==> src/rtl/ncr_dma_bridge.sv <==
// ncr_dma_bridge: arbitrates the NCR53C710 bus master and turns each NCR bus cycle into one DMA request,
// terminating it with TA_n on completion or TEA_n on timeout.
module ncr_dma_bridge #(
  parameter int TIMEOUT_CYCLES = 1024,
  parameter int CNT_W = 16
) (
  input  logic             CLK,
  input  logic             RESET_n,
  input  logic             NCR_BR_n,
  output logic             NCR_BG_n,
  input  logic             NCR_BGACK_n,
  input  logic             NCR_AS_n,
  input  logic             NCR_RW,
  input  logic [1:0]       NCR_SIZ,
  input  logic [31:0]      NCR_ADDR,
  output logic             NCR_TA_n,
  output logic             NCR_TEA_n,
  output logic             START_DMA,
  output logic             READ,
  output logic [31:0]      ADDR,
  output logic [3:0]       BYTE_EN,
  input  logic             DTACK_ACK,
  input  logic             ACTIVE,
  input  logic             TIMEOUT_CLR,
  output logic [CNT_W-1:0] XFER_COUNT,
  output logic             TIMEOUT_ERR
);
  localparam int TW = $clog2(TIMEOUT_CYCLES + 1);
  typedef enum logic [2:0] {IDLE, GRANT, OWNED, ISSUE, WAIT_ACK, TERM, ERR, WAIT_NEG} state_t;
  state_t state_q, state_d;
  logic [TW-1:0] tmo_q;
  logic [2:0] o, n;
  logic [3:0] be_d, be_q;
  logic [31:0] addr_q;
  logic read_q, start_q, bg_q, ta_q, tea_q, err_q;
  logic [CNT_W-1:0] cnt_q;
  wire tmo_hit = tmo_q == TW'(TIMEOUT_CYCLES - 1);
  always_comb begin
    state_d = state_q;
    case (state_q)
      IDLE:     state_d = !NCR_BR_n ? GRANT : IDLE;
      GRANT:    state_d = !NCR_BGACK_n ? OWNED : NCR_BR_n ? IDLE : GRANT;
      OWNED:    state_d = !NCR_AS_n ? ISSUE : NCR_BGACK_n ? IDLE : OWNED;
      ISSUE:    state_d = !ACTIVE ? WAIT_ACK : ISSUE;
      WAIT_ACK: state_d = DTACK_ACK ? TERM : tmo_hit ? ERR : WAIT_ACK;
      TERM:     state_d = WAIT_NEG;
      ERR:      state_d = WAIT_NEG;
      WAIT_NEG: state_d = NCR_AS_n ? OWNED : WAIT_NEG;
      default:  state_d = IDLE;
    endcase
  end
  // lane k (k=0 is D31:24) is enabled for offset <= k < offset+size; the 4-lane limit is implicit
  always_comb begin
    o = {1'b0, NCR_ADDR[1:0]};
    n = (NCR_SIZ == 2'b00) ? 3'd4 : {1'b0, NCR_SIZ};
    be_d = '0;
    for (int k = 0; k < 4; k++) be_d[3-k] = (3'(k) >= o) && (3'(k) < o + n);
  end
  always_ff @(posedge CLK) begin
    if (!RESET_n) begin
      state_q <= IDLE;
      tmo_q   <= '0;
      bg_q    <= 1'b1;
      ta_q    <= 1'b1;
      tea_q   <= 1'b1;
      start_q <= 1'b0;
      read_q  <= 1'b0;
      addr_q  <= '0;
      be_q    <= '0;
      cnt_q   <= '0;
      err_q   <= 1'b0;
    end else begin
      state_q <= state_d;
      tmo_q   <= (state_q == WAIT_ACK) ? tmo_q + 1'b1 : '0;
      bg_q    <= state_d != GRANT;
      ta_q    <= state_d != TERM;
      tea_q   <= state_d != ERR;
      start_q <= state_q == ISSUE && !ACTIVE;
      if (state_q == OWNED && !NCR_AS_n) begin
        addr_q <= NCR_ADDR;
        read_q <= NCR_RW;
        be_q   <= be_d;
      end
      if (state_d == TERM) cnt_q <= cnt_q + 1'b1;
      err_q   <= (state_d == ERR) || (err_q && !TIMEOUT_CLR);
    end
  end
  assign NCR_BG_n    = bg_q;
  assign NCR_TA_n    = ta_q;
  assign NCR_TEA_n   = tea_q;
  assign START_DMA   = start_q;
  assign READ        = read_q;
  assign ADDR        = addr_q;
  assign BYTE_EN     = be_q;
  assign XFER_COUNT  = cnt_q;
  assign TIMEOUT_ERR = err_q;
endmodule

==> config.mk <==
export PLATFORM = sky130hd
export DESIGN_NAME = ncr_dma_bridge
export DESIGN_NICKNAME = d
export VERILOG_FILES = /design/src/rtl/ncr_dma_bridge.sv
export SDC_FILE = /design/constraint.sdc
export NUM_CORES = 1
export LEC_CHECK = 0
export CAP_MARGIN = 0
export CORE_MARGIN = 2
export CORE_UTILIZATION = 35
export CTS_CLUSTER_DIAMETER = 150
export DETAILED_ROUTE_END_ITERATION = 12
export PLACE_DENSITY = 0.73
export SLEW_MARGIN = 20
export SYNTH_ARGS = -nofsm -noshare
export SYNTH_HDL_FRONTEND = slang
export SYNTH_SLANG_ARGS = --single-unit
==> constraint.sdc <==
create_clock -name CLK -period 2.5 [get_ports CLK]
set_input_delay 0.5 -clock CLK [delete_from_list [all_inputs] [get_ports CLK]]
set_output_delay 0.5 -clock CLK [all_outputs]
set_load 0.1 [all_outputs]
==> results.yml, run 1 <==
final_layout:
  n_fill_cell: 766
  fin_nets: 492
  antenna_cells: 0
  final_core_util_pct: 50.8
  drive_gt1_share_pct: 19.4
  area_growth_pct: 42.7
timing:
  rsz0062_at_grt: "no"
  period_minus_slack_ps: 2140
  hold_viol: 0
  final-setup-viol-count: 0
  worst_clock_skew_ps: 7.95
  min_period_over_period_pct: 85.6
  tightestPinTransition_ps: 419
  relSlewSlack_pct: 71.7
  slew_viol_final: 0
  fmax_mhz: 467
  fin_setup_tns_ps: 0
yosys:
  syn-num-nets: 389
  synth_top_area_share_pct: 50.1
  synth_area_leaders: "dfxtp_1, nand2_1, a21oi_1, xor2_1, nor2_1"
  ys_top_cells_by_count: "nand2_1, dfxtp_1, a21oi_1"
  synth-async-reset-ratio_pct: 0
  ys_types: 40
  yosysMostFrequentCell: "nand2_1"
  synth-edff-count: 0
  synth_cells: 342
  synth-seq-area-share_pct: 50.1
  synth_area_um2: 2880
  synth_area_leader_cell: "dfxtp_1"
  synth_flop_cell: "dfxtp_1"
  yosysWarnings: 0
  synth.avg_cell_area_um2: 8.41
  ys_ff_latch: 72
worst_setup_path:
  critPathMaxStageDelay_ps: 450
  path_class: "in2reg"
  endpoint_kind: "register"
  slowest_stage: "clkdlybuf4s50_1"
  critPathRequiredTime_ps: 2760
  cp-start-kind: "input pin"
  critPathMaxFanout: 2
  cp.arrival_ps: 2400
  worstPathCellList: "clkdlybuf4s50_1 > ha_1 > fa_1 > nor3_1 > nor4_1 > or4_1 > a21oi_1"
route:
  ant_nets: 0
  drt_first_pass_iters: 4
  wl_per_cell_um: 12.6
  wirelength_um: 6990
  num_vias: 2663
  routed_via_density: 4.81
  drc_errors: 0
  dr.first_iter.drc_count: 77
floorplan:
  die-area_um2: 8960
  initial_core_util_pct: 35.6
  die-width_um: 94.7
  rows: 33
  die_h_um: 94.7
  ioPinCount: 101
  core_area_um2: 8090
global_route:
  grt_pass1_vias: 2483
  overflow: 0
  grt_pass1_wl_um: 11300
  grt_max_degree: 36
  track_usage_pct: 15.9
  antenna_found_initial: 0
clock_tree:
  cts.clk_slew.worst_paths_ps: 70
  postCtsHoldBufs: 0
  clk_path_buf_depth: 2
  cts_root_buf: "clkbuf_8"
  cts_resized: 0
  post_cts_buffers: 0
  clkLatencyLatePin_ps: 340
  cts_buffers: 9
  h-tree-depth: 3
  cts_tree: "done"
  cts.sinks: 72
status:
  status: "finished, final reports clean"
placed_design:
  place_congestion: 0.779
  dpl.hpwl_um: 4950
  port_buffers: 100
power_and_ir_drop:
  powerDensity_nw_per_um2: 609
  p_leak_nw: 1.58
  ir_drop_uv: 239
run:
  drv_cap: 0
hold_path:
  hold_class: "reg2reg"
## metrics by stage
stage	power [W]	hold slack (ps)	worst slack, ps	cells	instance area [um2]
after floorplan	0.00133	426	262	342	2880
after global placement	0.00144	435	75.0	539	3870
after detailed placement	0.00144	448	32.9	539	3870
after CTS	0.00253	459	362	554	4110
after global routing	0.00260	475	244	554	4110
final	0.00250	457	360	554	4110
## critical path: cells and delay by family
kind | cells | cell delay (ps)
compound gates | 1 | 170
buf+inv | 1 | 450
fa+ha+maj | 2 | 600
simple gates | 3 | 690
## final timing paths
check,from,endpoint,slack (ps),cells past startpoint
worst min register to register,ADDR[3]$_SDFFE_PN0P_,ADDR[3]$_SDFFE_PN0P_,460,2
worst min-delay path,ADDR[3]$_SDFFE_PN0P_,ADDR[3]$_SDFFE_PN0P_,460,2
worst max register to register,state_q[1]$_SDFF_PN0_,BYTE_EN[1]$_SDFFE_PN0P_,710,5
worst max-delay path,NCR_ADDR[0],BYTE_EN[3]$_SDFFE_PN0P_,360,7
## layout make-up
type	count	area [um2]	share of cell area, %
multi-input combinational	245	1320	32.2
tap	105	131	3.20
inverter	5	18.8	0.457
clock inverter	5	106	2.59
sequential	72	1440	35.1
clock buffer	10	128	3.11
timing repair buffer	112	958	23.3
## placed cells by master (no fill, tap or decap), drive strengths merged, types with 3 or more instances in the layout
cell type / instances
and4: 4
a21oi: 47
dfxtp: 72
xor2: 12
and3: 3
clkdlybuf4s50: 42
bufinv: 3
inv: 4
or3: 8
xnor2: 4
buf: 70
nand2: 82
and2: 3
o21ai: 8
nor4bb: 3
nor2: 25
or4: 3
ha: 3
nand4: 9
clkbuf: 10
nand3: 10
## where the power goes
group | internal [W] | leakage (nW) | switching, W
registers | 0.00116 | 0.581 | 0.0000109
clock network | 0.000660 | 0.113 | 0.000425
logic | 0.000103 | 0.886 | 0.000144
total | 0.00192 | 1.58 | 0.000580
## registers in the layout (all words and copies together), names as in the netlist
signal	flops
ADDR	32
BYTE_EN	4
NCR_BG_n	1
NCR_TA_n	1
NCR_TEA_n	1
READ	1
START_DMA	1
TIMEOUT_ERR	1
XFER_COUNT	16
state_q	3
tmo_q	11
## kinds of logic (layout without fill, tap and decap cells)
family | Yosys count | count (layout) | share of synthesized area (%)
compound gates | 63 | 63 | 11.8
xor+xnor | 16 | 16 | 4.87
fa+ha+maj | 4 | 4 | 2.00
buf+inv | 25 | 132 | 4.00
flops | 72 | 72 | 50.1
mux | 1 | 1 | 0.348
simple gates | 161 | 161 | 26.9
## metal layers
| layer | vias up | global-route usage [%] | wire length (um) |
|---|---|---|---|
| met5 | - | 0 | 0 |
| met4 | 0 | 6.88 | 82 |
| met3 | 7 | 3.75 | 502 |
| met2 | 78 | 26.7 | 3220 |
| met1 | 1205 | 19.4 | 3190 |
| li1 | 1373 | - | - |
(Power assumes the default switching activity.)
==> run 2: changes to the inputs <==
--- a/config.mk
+++ b/config.mk
@@ -10,6 +10,7 @@
 export CORE_UTILIZATION = 35
 export CTS_CLUSTER_DIAMETER = 150
 export DETAILED_ROUTE_END_ITERATION = 12
+export GPL_TIMING_DRIVEN = 0
 export PLACE_DENSITY = 0.73
 export SLEW_MARGIN = 20
 export SYNTH_ARGS = -nofsm -noshare
==> run 2 against run 1 <==
Compared with the run above:
- global-route usage increased by 0.34 points
- sequential share of layout area fell by 0.91 points
- via count increased by 2.4%
- maximum frequency decreased by 12%
- hold slack worse by 1.3 ps
- count of clock-buffer cells in the layout down 1
- sequential power barely moved
- critical endpoint is now XFER_COUNT[3]
- highest routed layer unchanged
==> results.yml, run 2 (synthesis gave the netlist of run 1 again) <==
status:
  status: "finished, final reports clean"
run:
  drv_cap: 0
timing:
  worst_clock_skew_ps: 7.61
  slew_viol_final: 0
  rsz0062_at_grt: "no"
  final-setup-viol-count: 0
  tightestPinTransition_ps: 995
  period_minus_slack_ps: 2420
  whs_ps: 455
  min_period_over_period_pct: 96.9
  hold_viol: 0
  relSlewSlack_pct: 33.4
  fmax_mhz: 413
clock_tree:
  postCtsHoldBufs: 0
  clk_path_buf_depth: 2
  cts_root_buf: "clkbuf_8"
  cts.sinks: 72
  cts_tree: "done"
  post_cts_buffers: 0
  cts_buffers: 9
  clkLatencyLatePin_ps: 350
  h-tree-depth: 3
  cts.clk_slew.worst_paths_ps: 80
worst_setup_path:
  cp.arrival_ps: 1920
  critPathRequiredTime_ps: 2000
  path_class: "reg2out"
  worstPathCellList: "clkdlybuf4s50_1"
  cp_top_family: "buffers and inverters"
  critPathBufInv: 1
  slowest_stage: "clkdlybuf4s50_1"
  cp-start-kind: "register"
  endpoint_kind: "output port"
  critPathMaxStageDelay_ps: 1160
  critPathMaxFanout: 5
placed_design:
  dpl.hpwl_um: 5170
  port_buffers: 100
  place_congestion: 0.818
final_layout:
  n_fill_cell: 786
  final_core_util_pct: 52.1
  drive_gt1_share_pct: 5.68
  area_growth_pct: 46.5
  final_common_cell: "clkdlybuf4s50_1"
  fin_nets: 500
  largest_register_ffs: 32
  final_cell_mix: "clkdlybuf4s50_1, nand2_1, dfxtp_1"
  antenna_cells: 0
power_and_ir_drop:
  powerDensity_nw_per_um2: 550
  pwr-share-seq_pct: 50.3
  pwr-share-clk_pct: 38.8
  ir_drop_uv: 291
  pwr-share-comb_pct: 10.9
  internal-power_w: 0.00172
  p_switching_w: 0.000595
  p_leak_nw: 1.52
  switching_share_pct: 25.7
floorplan:
  rows: 33
  initial_core_util_pct: 35.6
  ioPinCount: 101
  core_area_um2: 8090
  die-area_um2: 8960
  die-width_um: 94.7
  die_h_um: 94.7
global_route:
  grt_pass1_wl_um: 11400
  antenna_found_initial: 0
  track_usage_pct: 16.2
  grt_pass1_vias: 2588
  overflow: 0
  grt_max_degree: 14
route:
  wl_met1_um: 3090
  routed.top_layer: "met4"
  drc_errors: 0
  dr_wl_met3_um: 533
  dr.first_iter.drc_count: 85
  drt_first_pass_iters: 6
  wirelength_um: 7100
  num_vias: 2727
  wl_per_cell_um: 12.6
  wl_met2_um: 3350
  ant_nets: 0
  routed_via_density: 4.84
hold_path:
  hold_class: "reg2reg"
-- run 2: cell count changes in the layout (fill, tap and decap cells not counted), sizes merged --
| cell | previous run | this run |
|---|---|---|
| buf | 70 | 12 |
| clkdlybuf4s50 | 42 | 96 |
| clkbuf | 10 | 17 |
| dlymetal6s2s | 0 | 4 |
| bufinv | 3 | 1 |
| clkinv | 2 | 4 |
| clkinvlp | 1 | 2 |
| inv | 4 | 5 |
-- run 2: per-stage QoR --
stage / power (W) / setup WS [ps] / cell area, um2 / cells / setup TNS [ps]
2_1_floorplan: 0.00133 / 262 / 2880 / 342 / 0
3_3_place_gp: 0.00144 / -55.2 / 4010 / 547 / -55.2
3_5_place_dp: 0.00144 / -96.3 / 4010 / 547 / -109
4_1_cts: 0.00235 / 26.5 / 4210 / 563 / 0
5_1_grt: 0.00242 / 26.0 / 4220 / 563 / 0
6_report: 0.00232 / 78.1 / 4220 / 563 / 0
-- run 2: worst paths after layout --
| path | to | startpoint | cells past startpoint | slack, ps |
|---|---|---|---|---|
| setup / recovery | XFER_COUNT[3] | XFER_COUNT[3]$_SDFFE_PN0N_ | 1 | 80 |
| hold / removal | ADDR[11]$_SDFFE_PN0P_ | ADDR[11]$_SDFFE_PN0P_ | 2 | 460 |
| setup reg to reg | NCR_TEA_n$_SDFF_PN1_ | state_q[2]$_SDFF_PN0_ | 5 | 660 |
| hold reg to reg | ADDR[11]$_SDFFE_PN0P_ | ADDR[11]$_SDFFE_PN0P_ | 2 | 460 |
-- run 2: what timing repair did --
action / in CTS / in global routing
hold endpoints to repair: 0 / 0
endpoints found under the setup margin: 0 / 4
gates resized for setup: 0 / 4
-- run 2: final cells by class --
type	count	area [um2]	share of cell area [%]
Buffer	20	96.3	2.28
Multi-Input combinational cell	245	1320	31.3
Clock buffer	9	124	2.94
Clock inverter	7	72.6	1.72
Timing Repair Buffer	100	1010	24.0
Inverter	5	18.8	0.445
Tap cell	105	131	3.12
Sequential cell	72	1440	34.2
-- run 2: power groups by stage --
stage                     combinational, W  clock (W)  sequential [W]
after global placement            0.000250          0         0.00119
final                             0.000253   0.000898         0.00117
after CTS                         0.000254   0.000928         0.00117
after detailed placement          0.000252          0         0.00119
after floorplan                  0.0000636          0         0.00127
after global routing              0.000271   0.000987         0.00117
-- run 2: layer usage --
| layer | vias up | global-route usage, % |
|---|---|---|
| met1 | 1247 | 19.0 |
| met4 | 0 | 6.76 |
| met5 | - | 0 |
| met3 | 11 | 5.19 |
| li1 | 1383 | - |
| met2 | 86 | 27.3 |
==> run 3: changes to the inputs <==
--- a/config.mk
+++ b/config.mk
@@ -12,6 +12,7 @@
 export DETAILED_ROUTE_END_ITERATION = 12
 export GPL_TIMING_DRIVEN = 0
 export PLACE_DENSITY = 0.73
+export RECOVER_POWER = 50
 export SLEW_MARGIN = 20
 export SYNTH_ARGS = -nofsm -noshare
 export SYNTH_HDL_FRONTEND = slang
==> run 3 against run 2 <==
Compared with the run above:
- cell area decreased by 0.74%
- first-iteration DRC count up 1.2%
- sequential cell count is the same
- sequential power hardly changed
- die area unchanged
- routed wire length hardly changed
- total power about the same
- critical path depth unchanged
- register-to-register slack got worse by 330 ps
- clock power barely moved
- highest routed layer unchanged
- worst setup slack barely moved
- via count about the same
- largest power group unchanged
==> results.yml, run 3 (synthesis gave the netlist of run 1 again) <==
clock_tree:
  cts_tree: "done"
  clkLatencyLatePin_ps: 350
  cts_buffers: 9
  post_cts_buffers: 0
  cts_root_buf: "clkbuf_8"
  h-tree-depth: 3
  cts.sinks: 72
  cts.clk_slew.worst_paths_ps: 80
  clk_path_buf_depth: 2
timing:
  fmax_mhz: 413
  rsz0062_at_grt: "no"
  min_period_over_period_pct: 96.9
  period_minus_slack_ps: 2420
  hold_viol: 0
  tightestPinTransition_ps: 1170
  worst_clock_skew_ps: 7.82
  relSlewSlack_pct: 22.5
  final-setup-viol-count: 0
  setup_slack_ps: 78.4
  slew_viol_final: 0
  fin_setup_tns_ps: 0
final_layout:
  final_cell_mix: "clkdlybuf4s50_1, nand2_1, dfxtp_1"
  final_common_cell: "clkdlybuf4s50_1"
  final_core_util_pct: 51.7
  n_fill_cell: 790
  area_growth_pct: 45.4
  largest_register_ffs: 32
  fin_nets: 500
  drive_gt1_share_pct: 5.02
  fin_cells: 563
  antenna_cells: 0
global_route:
  met1_usage_pct: 19.0
  track_usage_pct: 16.2
  overflow: 0
  grt_pass1_wl_um: 11400
  grt_max_degree: 14
  grtUsageMet3_pct: 5.19
  grt_busiest_layer: "met2"
  antenna_found_initial: 0
  grt_pass1_vias: 2588
  use_met2_pct: 27.3
placed_design:
  port_buffers: 100
  post-place-ws_ps: -96.3
  dpl.hpwl_um: 5170
  dp_cells: 547
  place_congestion: 0.818
power_and_ir_drop:
  p_leak_nw: 1.46
  ir_drop_uv: 290
  powerDensity_nw_per_um2: 553
route:
  dr.first_iter.drc_count: 86
  ant_nets: 0
  drc_errors: 0
  drt_first_pass_iters: 4
  wl_per_cell_um: 12.6
  routed_via_density: 4.85
  num_vias: 2729
  wirelength_um: 7100
hold_path:
  hold_class: "reg2reg"
worst_setup_path:
  critPathMaxFanout: 5
  critPathBufInv: 1
  critPathMaxStageDelay_ps: 1160
  cp.arrival_ps: 1920
  path_class: "reg2out"
  endpoint_kind: "output port"
  worstPathCellList: "clkdlybuf4s50_1"
  cp_top_family: "buffers and inverters"
  slowest_stage: "clkdlybuf4s50_1"
  reg2reg_slack_ps: 330
  cp-start-kind: "register"
  critPathRequiredTime_ps: 2000
status:
  status: "finished, final reports clean"
floorplan:
  die_h_um: 94.7
  initial_core_util_pct: 35.6
  ioPinCount: 101
  rows: 33
  die-area_um2: 8960
  die-width_um: 94.7
  core_area_um2: 8090
run:
  drv_cap: 0
run 3: cell count changes in the layout (fill, tap and decap cells not counted):
cell | previous run | this run
and2_0 | 0 | 1
and2_1 | 3 | 2
buf_1 | 4 | 0
buf_4 | 2 | 0
clkbuf_1 | 8 | 16
clkdlybuf4s50_1 | 96 | 93
dlygate4sd3_1 | 0 | 3
dlymetal6s2s_1 | 4 | 2
nand4_1 | 7 | 8
nand4_2 | 2 | 1
or2_0 | 0 | 1
or2_1 | 2 | 1
run 3: report_power, final:
| group | internal [W] | leakage (nW) | switching (W) |
|---|---|---|---|
| registers | 0.00116 | 0.581 | 0.00000684 |
| clock network | 0.000460 | 0.0952 | 0.000439 |
| logic | 0.000102 | 0.786 | 0.000150 |
run 3: area by class of cell:
| class | instances | area (um2) | area share (%) |
|---|---|---|---|
| Sequential cell | 72 | 1440 | 34.4 |
| Multi-Input combinational cell | 245 | 1320 | 31.4 |
| Timing Repair Buffer | 100 | 993 | 23.7 |
| Tap cell | 105 | 131 | 3.14 |
| Clock buffer | 9 | 124 | 2.96 |
| Buffer | 20 | 88.8 | 2.12 |
| Clock inverter | 7 | 72.6 | 1.73 |
| Inverter | 5 | 18.8 | 0.448 |
run 3: routing by layer:
metal,up-vias,wire length (um)
li1,1383,-
met1,1258,3140
met2,77,3340
met3,11,507
met4,0,121
met5,-,0
run 3: worst reg2reg max path: cells and delay by family (launching register included):
kind | cells | cell delay (ps)
AOI/OAI and AO/OA | 1 | 150
buffers and inverters | 2 | 710
DFF | 1 | 350
and+or+nand+nor | 3 | 890
run 3: path summary, 6_finish.rpt:
path,startpoint,cells after the start,end
setup reg to reg,state_q[2]$_SDFF_PN0_,6,XFER_COUNT[14]$_SDFFE_PN0N_
hold reg to reg,ADDR[11]$_SDFFE_PN0P_,2,ADDR[11]$_SDFFE_PN0P_
hold / removal,ADDR[11]$_SDFFE_PN0P_,2,ADDR[11]$_SDFFE_PN0P_
setup / recovery,XFER_COUNT[3]$_SDFFE_PN0N_,1,XFER_COUNT[3]
run 3: timing repair:
item,CTS,global route
resized for setup,0,4
setup endpoints to repair,0,4
hold buffers,0,0
endpoints found under the hold margin,0,0
run 3: through the flow:
stage / power, W / cell area, um2 / hold WS (ps)
after floorplan: 0.00133 / 2880 / 426
after global placement: 0.00144 / 4010 / 442
after detailed placement: 0.00144 / 4010 / 446
after CTS: 0.00235 / 4210 / 458
after global routing: 0.00242 / 4190 / 471
final: 0.00232 / 4190 / 455
